[src/rtl/sc_pkg.sv]
// Shared constants, state encoding and frame field map for the slow-control receiver.
// Latency: n/a (declarations only).
// Backpressure: n/a (declarations only).
package sc_pkg;

  // Frame geometry and abort threshold defaults.
  localparam int FRAME_LEN   = 829;
  localparam int TIMEOUT_CYC = 1024;
  localparam int CNT_W       = 10;

  // Receiver state encoding, visible on state_out.
  typedef enum logic [1:0] {
    ST_IDLE  = 2'd0,
    ST_SHIFT = 2'd1,
    ST_DONE  = 2'd2,
    ST_ERROR = 2'd3
  } state_e;

  // Field positions inside a completed frame (bit 0 = first bit received).
  localparam int DAC2_LSB    = 3;
  localparam int DAC2_MSB    = 12;
  localparam int DAC1_LSB    = 13;
  localparam int DAC1_MSB    = 22;
  localparam int MASK_OR_LSB = 27;
  localparam int MASK_OR_MSB = 154;
  localparam int GAIN_LSB    = 189;
  localparam int GAIN_MSB    = 764;
  localparam int CTEST_LSB   = 765;
  localparam int CTEST_MSB   = 828;

  // Saturating increment: the bit counter sticks at the frame length.
  function automatic logic [CNT_W-1:0] sat_inc(input logic [CNT_W-1:0] v,
                                               input logic [CNT_W-1:0] lim);
    return (v >= lim) ? v : v + {{(CNT_W-1){1'b0}}, 1'b1};
  endfunction

endpackage

[src/rtl/sc_sync_edge.sv]
// Synchronizes CK_SC, D_SC and RSTn_SC into clk_in and flags CK_SC rising edges.
// Latency: 2 cycles input-to-sync, edge flag coincident with the synchronized rise.
// Backpressure: none; a free-running sampler with no handshake.
module sc_sync_edge (
  input  logic clk_in,
  input  logic resetn_in,
  input  logic ck_async_in,
  input  logic d_async_in,
  input  logic rstn_async_in,
  output logic ck_rise_out,
  output logic d_sync_out,
  output logic rstn_sync_out
);

  // Bit [0] is the metastability stage, bit [1] the usable synchronized value.
  logic [1:0] ck_sync_q, ck_sync_d;
  logic [1:0] d_sync_q, d_sync_d;
  logic [1:0] rstn_sync_q, rstn_sync_d;
  logic       ck_prev_q, ck_prev_d;

  // Shift each async input one stage along its chain; remember last synced clock.
  always_comb begin
    ck_sync_d   = {ck_sync_q[0], ck_async_in};
    d_sync_d    = {d_sync_q[0], d_async_in};
    rstn_sync_d = {rstn_sync_q[0], rstn_async_in};
    ck_prev_d   = ck_sync_q[1];
  end

  // Synchronizer flops; all cleared by the system reset.
  always_ff @(posedge clk_in) begin
    if (!resetn_in) begin
      ck_sync_q   <= '0;
      d_sync_q    <= '0;
      rstn_sync_q <= '0;
      ck_prev_q   <= 1'b0;
    end else begin
      ck_sync_q   <= ck_sync_d;
      d_sync_q    <= d_sync_d;
      rstn_sync_q <= rstn_sync_d;
      ck_prev_q   <= ck_prev_d;
    end
  end

  // D passes through the same depth as CK, so the data seen with the edge flag
  // is the value that was present when CK_SC rose.
  assign ck_rise_out   = ck_sync_q[1] & ~ck_prev_q;
  assign d_sync_out    = d_sync_q[1];
  assign rstn_sync_out = rstn_sync_q[1];

endmodule

[src/rtl/sc_receiver.sv]
// Slow-control serial receiver: assembles FRAME_LEN bits, compares against a reference.
// Latency: frame_valid_out pulses 1 cycle after the synchronized final CK_SC edge.
// Backpressure: none; the transmitter must pulse RSTn_SC before the next frame.
module sc_receiver #(
  parameter int FRAME_LEN   = sc_pkg::FRAME_LEN,
  parameter int TIMEOUT_CYC = sc_pkg::TIMEOUT_CYC
) (
  input  logic                 clk_in,
  input  logic                 resetn_in,
  input  logic                 D_SC_in,
  input  logic                 CK_SC_in,
  input  logic                 RSTn_SC_in,
  input  logic [FRAME_LEN-1:0] expected_in,
  output logic [FRAME_LEN-1:0] frame_out,
  output logic                 frame_valid_out,
  output logic                 match_out,
  output logic [9:0]           bit_cnt_out,
  output logic                 err_overrun_out,
  output logic                 err_timeout_out,
  output logic [1:0]           state_out
);
  import sc_pkg::*;

  // Idle counter must be able to hold TIMEOUT_CYC itself.
  localparam int              IDLE_W      = $clog2(TIMEOUT_CYC + 1);
  localparam logic [IDLE_W-1:0] TIMEOUT_LIM = IDLE_W'(TIMEOUT_CYC);
  // The 10-bit counter limits FRAME_LEN to 1023.
  localparam logic [9:0]      FRAME_LIM   = 10'(FRAME_LEN);

  logic ck_rise;
  logic d_s;
  logic rstn_s;

  sc_sync_edge u_sync (
    .clk_in        (clk_in),
    .resetn_in     (resetn_in),
    .ck_async_in   (CK_SC_in),
    .d_async_in    (D_SC_in),
    .rstn_async_in (RSTn_SC_in),
    .ck_rise_out   (ck_rise),
    .d_sync_out    (d_s),
    .rstn_sync_out (rstn_s)
  );

  state_e               state_q, state_d;
  logic [FRAME_LEN-1:0] shift_q, shift_d;
  logic [9:0]           cnt_q, cnt_d;
  logic [IDLE_W-1:0]    idle_q, idle_d;
  logic                 ovr_q, ovr_d;
  logic                 to_q, to_d;
  logic [FRAME_LEN-1:0] frame_q, frame_d;
  logic                 match_q, match_d;
  logic                 valid_q, valid_d;
  logic                 take_bit;
  logic [IDLE_W-1:0]    idle_inc;

  // Next-state, shift and completion logic; transmitter reset outranks any edge.
  always_comb begin
    state_d  = state_q;
    shift_d  = shift_q;
    cnt_d    = cnt_q;
    idle_d   = idle_q;
    ovr_d    = ovr_q;
    to_d     = to_q;
    frame_d  = frame_q;
    match_d  = match_q;
    valid_d  = 1'b0;
    take_bit = 1'b0;
    idle_inc = idle_q + {{(IDLE_W-1){1'b0}}, 1'b1};

    if (!rstn_s) begin
      // Frame reset drops the partial frame and errors but keeps the last
      // completed frame and its match result visible.
      state_d = ST_IDLE;
      shift_d = '0;
      cnt_d   = '0;
      idle_d  = '0;
      ovr_d   = 1'b0;
      to_d    = 1'b0;
    end else begin
      case (state_q)
        ST_IDLE: begin
          if (ck_rise) take_bit = 1'b1;
        end
        ST_SHIFT: begin
          if (ck_rise) begin
            take_bit = 1'b1;
          end else if (idle_inc == TIMEOUT_LIM) begin
            // Transmitter stalled mid-frame: abort and hold the error.
            state_d = ST_ERROR;
            to_d    = 1'b1;
            idle_d  = idle_inc;
          end else begin
            idle_d = idle_inc;
          end
        end
        ST_DONE: begin
          // Any bit after a full frame means the sender overran the frame.
          if (ck_rise) begin
            state_d = ST_ERROR;
            ovr_d   = 1'b1;
          end
        end
        default: begin
          // ST_ERROR: edges are ignored until a frame or system reset.
        end
      endcase

      if (take_bit) begin
        // LSB-first assembly: after FRAME_LEN shifts the first bit sits at [0].
        shift_d = {d_s, shift_q[FRAME_LEN-1:1]};
        cnt_d   = sat_inc(cnt_q, FRAME_LIM);
        idle_d  = '0;
        if (cnt_d == FRAME_LIM) begin
          state_d = ST_DONE;
          frame_d = shift_d;
          match_d = (shift_d == expected_in);
          valid_d = 1'b1;
        end else begin
          state_d = ST_SHIFT;
        end
      end
    end
  end

  // State and datapath registers; system reset clears everything.
  always_ff @(posedge clk_in) begin
    if (!resetn_in) begin
      state_q <= ST_IDLE;
      shift_q <= '0;
      cnt_q   <= '0;
      idle_q  <= '0;
      ovr_q   <= 1'b0;
      to_q    <= 1'b0;
      frame_q <= '0;
      match_q <= 1'b0;
      valid_q <= 1'b0;
    end else begin
      state_q <= state_d;
      shift_q <= shift_d;
      cnt_q   <= cnt_d;
      idle_q  <= idle_d;
      ovr_q   <= ovr_d;
      to_q    <= to_d;
      frame_q <= frame_d;
      match_q <= match_d;
      valid_q <= valid_d;
    end
  end

  assign frame_out       = frame_q;
  assign frame_valid_out = valid_q;
  assign match_out       = match_q;
  assign bit_cnt_out     = cnt_q;
  assign err_overrun_out = ovr_q;
  assign err_timeout_out = to_q;
  assign state_out       = state_q;

endmodule

[config.mk]
export PLATFORM = sky130hd
export DESIGN_NAME = sc_receiver
export DESIGN_NICKNAME = d
export VERILOG_FILES = /design/src/rtl/sc_pkg.sv /design/src/rtl/sc_sync_edge.sv /design/src/rtl/sc_receiver.sv
export SDC_FILE = /design/constraint.sdc
export NUM_CORES = 2
export LEC_CHECK = 0
export CELL_PAD_IN_SITES_DETAIL_PLACEMENT = 1
export CELL_PAD_IN_SITES_GLOBAL_PLACEMENT = 1
export CORE_AREA = 2 2 650 652
export CTS_BUF_LIST = sky130_fd_sc_hd__clkbuf_4 sky130_fd_sc_hd__clkbuf_8
export DETAILED_ROUTE_END_ITERATION = 7
export DIE_AREA = 0 0 652 654
export PLACE_DENSITY = 0.49
export SLEW_MARGIN = 20
export SYNTH_ARGS = -nofsm -noshare
export SYNTH_HDL_FRONTEND = slang
export SYNTH_SLANG_ARGS = --single-unit
[constraint.sdc]
create_clock -name clk_in -period 4.3 [get_ports clk_in]
set_input_delay 1.075 -clock clk_in [delete_from_list [all_inputs] [get_ports clk_in]]
set_output_delay 1.075 -clock clk_in [all_outputs]
set_load 0.1 [all_outputs]
==> impl_summary.txt <==
----------------------------------------------------
[Synth]
  Fraction of the mapped netlist area in simple logic gates ... 0.134
  Library cells used by synthesis ... 52
  Syn Std Cell Area ... 0.0665 mm2
  Number of enable-type register cells in the synthesized netlist ... 0
  Prevailing post-synth register cell ... dfxtp_1
  Synthesized area divided by synthesized cell count ... 9.61 um2
  Sequential share of the synthesized area ... 0.509
  Net Count, Synth ... 7753
  Yosys reg bits ... between 1500 and 2000
  Compound-Gate Fraction of Synth Area ... 0.214
  Main area contributors after synthesis ... dfxtp_1 (51%), a22o_1 (10%), nand2_1 (9.7%)
  Post-synthesis cell count ... 6915
  Number of warnings reported in the yosys synthesis log ... 0
  Area share of fa/ha/maj cells after synthesis ... 0.000753
  Fraction of synthesized cell area taken by the top area cell type ... 0.509
  Post-synthesis cell type with the largest combined area ... dfxtp_1
  Combinational family with the most area after synthesis ... compound AO/OA/AOI/OAI gates
  Share of flip-flops with an asynchronous set or reset ... 0
  Portion of netlist area occupied by mux cells ... 0.000301
  Xor/xnor share of the synthesized area ... 0.0976

[GRT]
  Met2 global-route usage ... 0.479
  Maximum number of pins on one net before global-route repair ... 175
  Via count of the first global-routing pass ... 65700
  Met1 usage in global routing ... 0.329
  Initial antenna violation count ... 335
  Global route total overflow ... 0
  Global-route total usage across every layer ... 0.278
  GR Util met3 ... 0.0704
  Wire length of the first global-routing pass ... ~760000 um
  Global routing's busiest layer ... met2

[Timing]
  Final worst path period need ... between 4 and 5 ns
  Period utilisation layout ... 0.976
  F_max ... 0.238 GHz
  Setup clock skew after layout ... between 0.08 and 0.09 ns
  Final setup violation count ... 0
  Actual slew at the worst max-slew pin ... 1.42 ns
  Final max-slew violation count ... 0
  Number of hold violations in the final report ... 0
  Tightest slew margin relative to the limit ... 0.0465
  Unrepaired setup endpoints after global routing ... no

[Run status]
  Status ... completed

[Worst hold path]
  Path class of the lowest-slack min-delay path ... in2reg
  Destination of the worst hold path ... frame_out[822]
  Worst Hold Launch ... resetn_in
  Worst hold path cell count ... 2

[Flow run]
  Number of max-cap violations ... 0

[Power and ir drop]
  Maximum vdd ir drop ... ~0.22 mV
  Total power density per cell area ... roughly 380 mW/mm2
  Leakage Power ... approximately 36 nW

[Place]
  Placed Cells incl. Taps ... 14200
  Placed wire-length estimate after detailed placement ... roughly 520000 um
  Placer congestion estimate ... 0.924
  Port Buffer Count ... 1678
  Placed instance area ... just over 0.09 mm2

[Clocking]
  Setup Fix Bufs, Post-CTS ... 0
  Buffers from clock root to sink, at most ... 4
  TritonCTS clock tree ... done
  Worst-Skew Late Latency ... 1.15 ns
  Number of buffers added by the clock tree synthesis step ... 344
  H-tree Lvls ... 5
  Clock-pin transition on the worst setup and hold timing paths ... 0.06 ns
  Number of clock sinks ... 1691
  Library cell used as clock root buffer ... clkbuf_8

[Worst setup path]
  Reg-to-Reg End ... match_out
  Required time of the worst setup path ... roughly 5.4 ns
  Reg2reg setup slack ... between 0.1 and 0.15 ns
  CP startpoint kind ... flip-flop
  Largest fanout of any net on the critical path ... 5
  Worst reg2reg path startpoint ... shift_q[715]
  Critical setup path kind ... reg2reg
  FF-to-FF path depth ... 9
  Arr. time, crit path ... between 5 and 6 ns
  Critical Path End Type ... flip-flop

[Layout]
  Area taken by flip-flops and latches ... 0.0339 mm2
  Multi-input gate area in the final layout ... between 0.03 and 0.04 mm2
  Area growth from synthesis to layout ... 49.1%
  Final-stage net count ... 9835
  Design area ... 0.0991 mm2
  Final instance count without filler cells ... 14900
  FILL cells ... 48200
  Share of layout cells above drive strength 1 ... 0.195

[Drt]
  Vias per std cell ... 4.36
  Number of remaining DRC errors ... 0
  Number of vias in the routed layout ... between 60000 and 70000
  Drt initial violations ... 4734
  Detailed-route wire length per cell ... just over 40 um
  Number of detailed-route iterations in the first pass ... 6
  Sum of routed wire length over all layers ... 616000 um
  Remaining antenna violation count ... 0

[Floorplanning]
  DIE AREA ... 0.426 mm2
  Standard cell core area ... around 0.42 mm2
  Ports placed on the boundary ... 1679
  Die width ... around 650 um
  Die height ... 654 um
  # rows ... 238
  Initial Utilization ... 0.159

----------------------------------------------------
## worst max-delay path, cell delays in order, from the launching register on
cell and delay [ns]:
dfxtp_1 0.53, nand2b_1 0.47, o2111ai_1 0.63, nor4_1 0.93, nand4_1 0.19, nor4_1 0.63
buf_4 0.21, nand4_1 0.11, nor4_1 0.25, a31o_1 0.13
## sequential cells by signal (all words and copies together), names as in the netlist, 2 cells and up
signal and count:
frame_out 829, shift_q 828, idle_q 11, bit_cnt_out 10, state_out 2, u_sync.ck_sync_q 2, u_sync.d_sync_q 2, u_sync.rstn_sync_q 2
## how the worst max path moves through the flow
| stage | start | to | cells past startpoint |
|---|---|---|---|
| 3_3_place_gp | expected_in[413] | match_out | 9 |
| 5_1_grt | bit_cnt_out[6] | bit_cnt_out[6] | 1 |
| 2_1_floorplan | bit_cnt_out[1] | frame_out[538] | 14 |
| 3_5_place_dp | expected_in[714] | match_out | 10 |
| 4_1_cts | bit_cnt_out[0] | frame_out[718] | 14 |
| 6_report | shift_q[715] | match_out | 9 |
## cells by family after synthesis
group	count (synthesis)
buf+inv	575
simple gates	2125
xor+xnor	741
flops	1691
compound gates	1777
mux	2
fa+ha+maj	4
## cell usage in the layout, fill, tap and decap left out, types with 67 or more instances in the layout
cell type        count
xnor2_1            565
nand2_1           1722
clkbuf_8           422
buf_4             1047
a21boi_0           129
clkbuf_4           116
dfxtp_1           1691
buf_12              67
inv_1              104
a21boi_1           700
diode_2            139
xor2_1             145
a22o_1             788
clkdlybuf4s50_1   1064
nand4_1            175
nor4_1              81
## timing repair
action	4_1_cts	5_1_grt
resized for setup	0	2
setup endpoints to repair	0	198
hold buffers	0	0
## synth_stat cells (13+ instances only)
library cell / instances
nor4_1: 88
a21boi_1: 700
nand4_1: 175
nand2b_1: 29
nor2_1: 32
o21ai_0: 54
inv_1: 104
xnor2_1: 588
a21boi_0: 129
a22o_1: 788
buf_4: 38
nor2b_1: 26
buf_6: 77
xor2_1: 153
dfxtp_1: 1691
nand2_1: 1722
buf_2: 59
a221oi_1: 13
o22ai_1: 28
nor3_1: 15
clkbuf_1: 286
## final cells by class
class | instances | area share
Sequential cell | 1691 | 0.341
Multi-Input combinational cell | 4649 | 0.303
Timing Repair Buffer | 2207 | 0.202
Tap cell | 5520 | 0.0697
Clock buffer | 538 | 0.0674
Clock inverter | 75 | 0.00897
Inverter | 104 | 0.00394
Antenna cell | 139 | 0.00351
## metrics by stage
stage / total power, mW / hold WS [ns] / setup TNS (ns) / util / setup slack, ns
CTS: 38.2 / 0.198 / 0 / 0.236 / 0.0270
global route: 38.9 / 0.258 / 0 / 0.236 / 0.0873
detailed placement: 19.0 / 0.427 / -0.820 / 0.217 / -0.820
finish: 37.7 / 0.317 / 0 / 0.236 / 0.101
global placement: 19.0 / 0.427 / -1.61 / 0.217 / -1.61
floorplan: 16.6 / 0.412 / 0 / - / 0.781
## routing by layer
| layer | wire [um] | vias to the layer above |
|---|---|---|
| li1 | - | 28200 |
| met5 | 747 | - |
| met2 | 299000 | 2590 |
| met4 | 28000 | 116 |
| met3 | 39100 | 968 |
| met1 | 249000 | 33200 |
## power breakdown
| part | internal, mW | switching, mW | leakage [nW] | total (mW) |
|---|---|---|---|---|
| Combinational | 1.25 | 1.65 | 18.1 | 2.90 |
| Clock | 10.7 | 8.40 | 4.04 | 19.1 |
| Sequential | 15.7 | 0.00324 | 13.6 | 15.7 |
| Total | 27.6 | 10.1 | 35.8 | 37.7 |
Power figures use the tool's default switching activity.
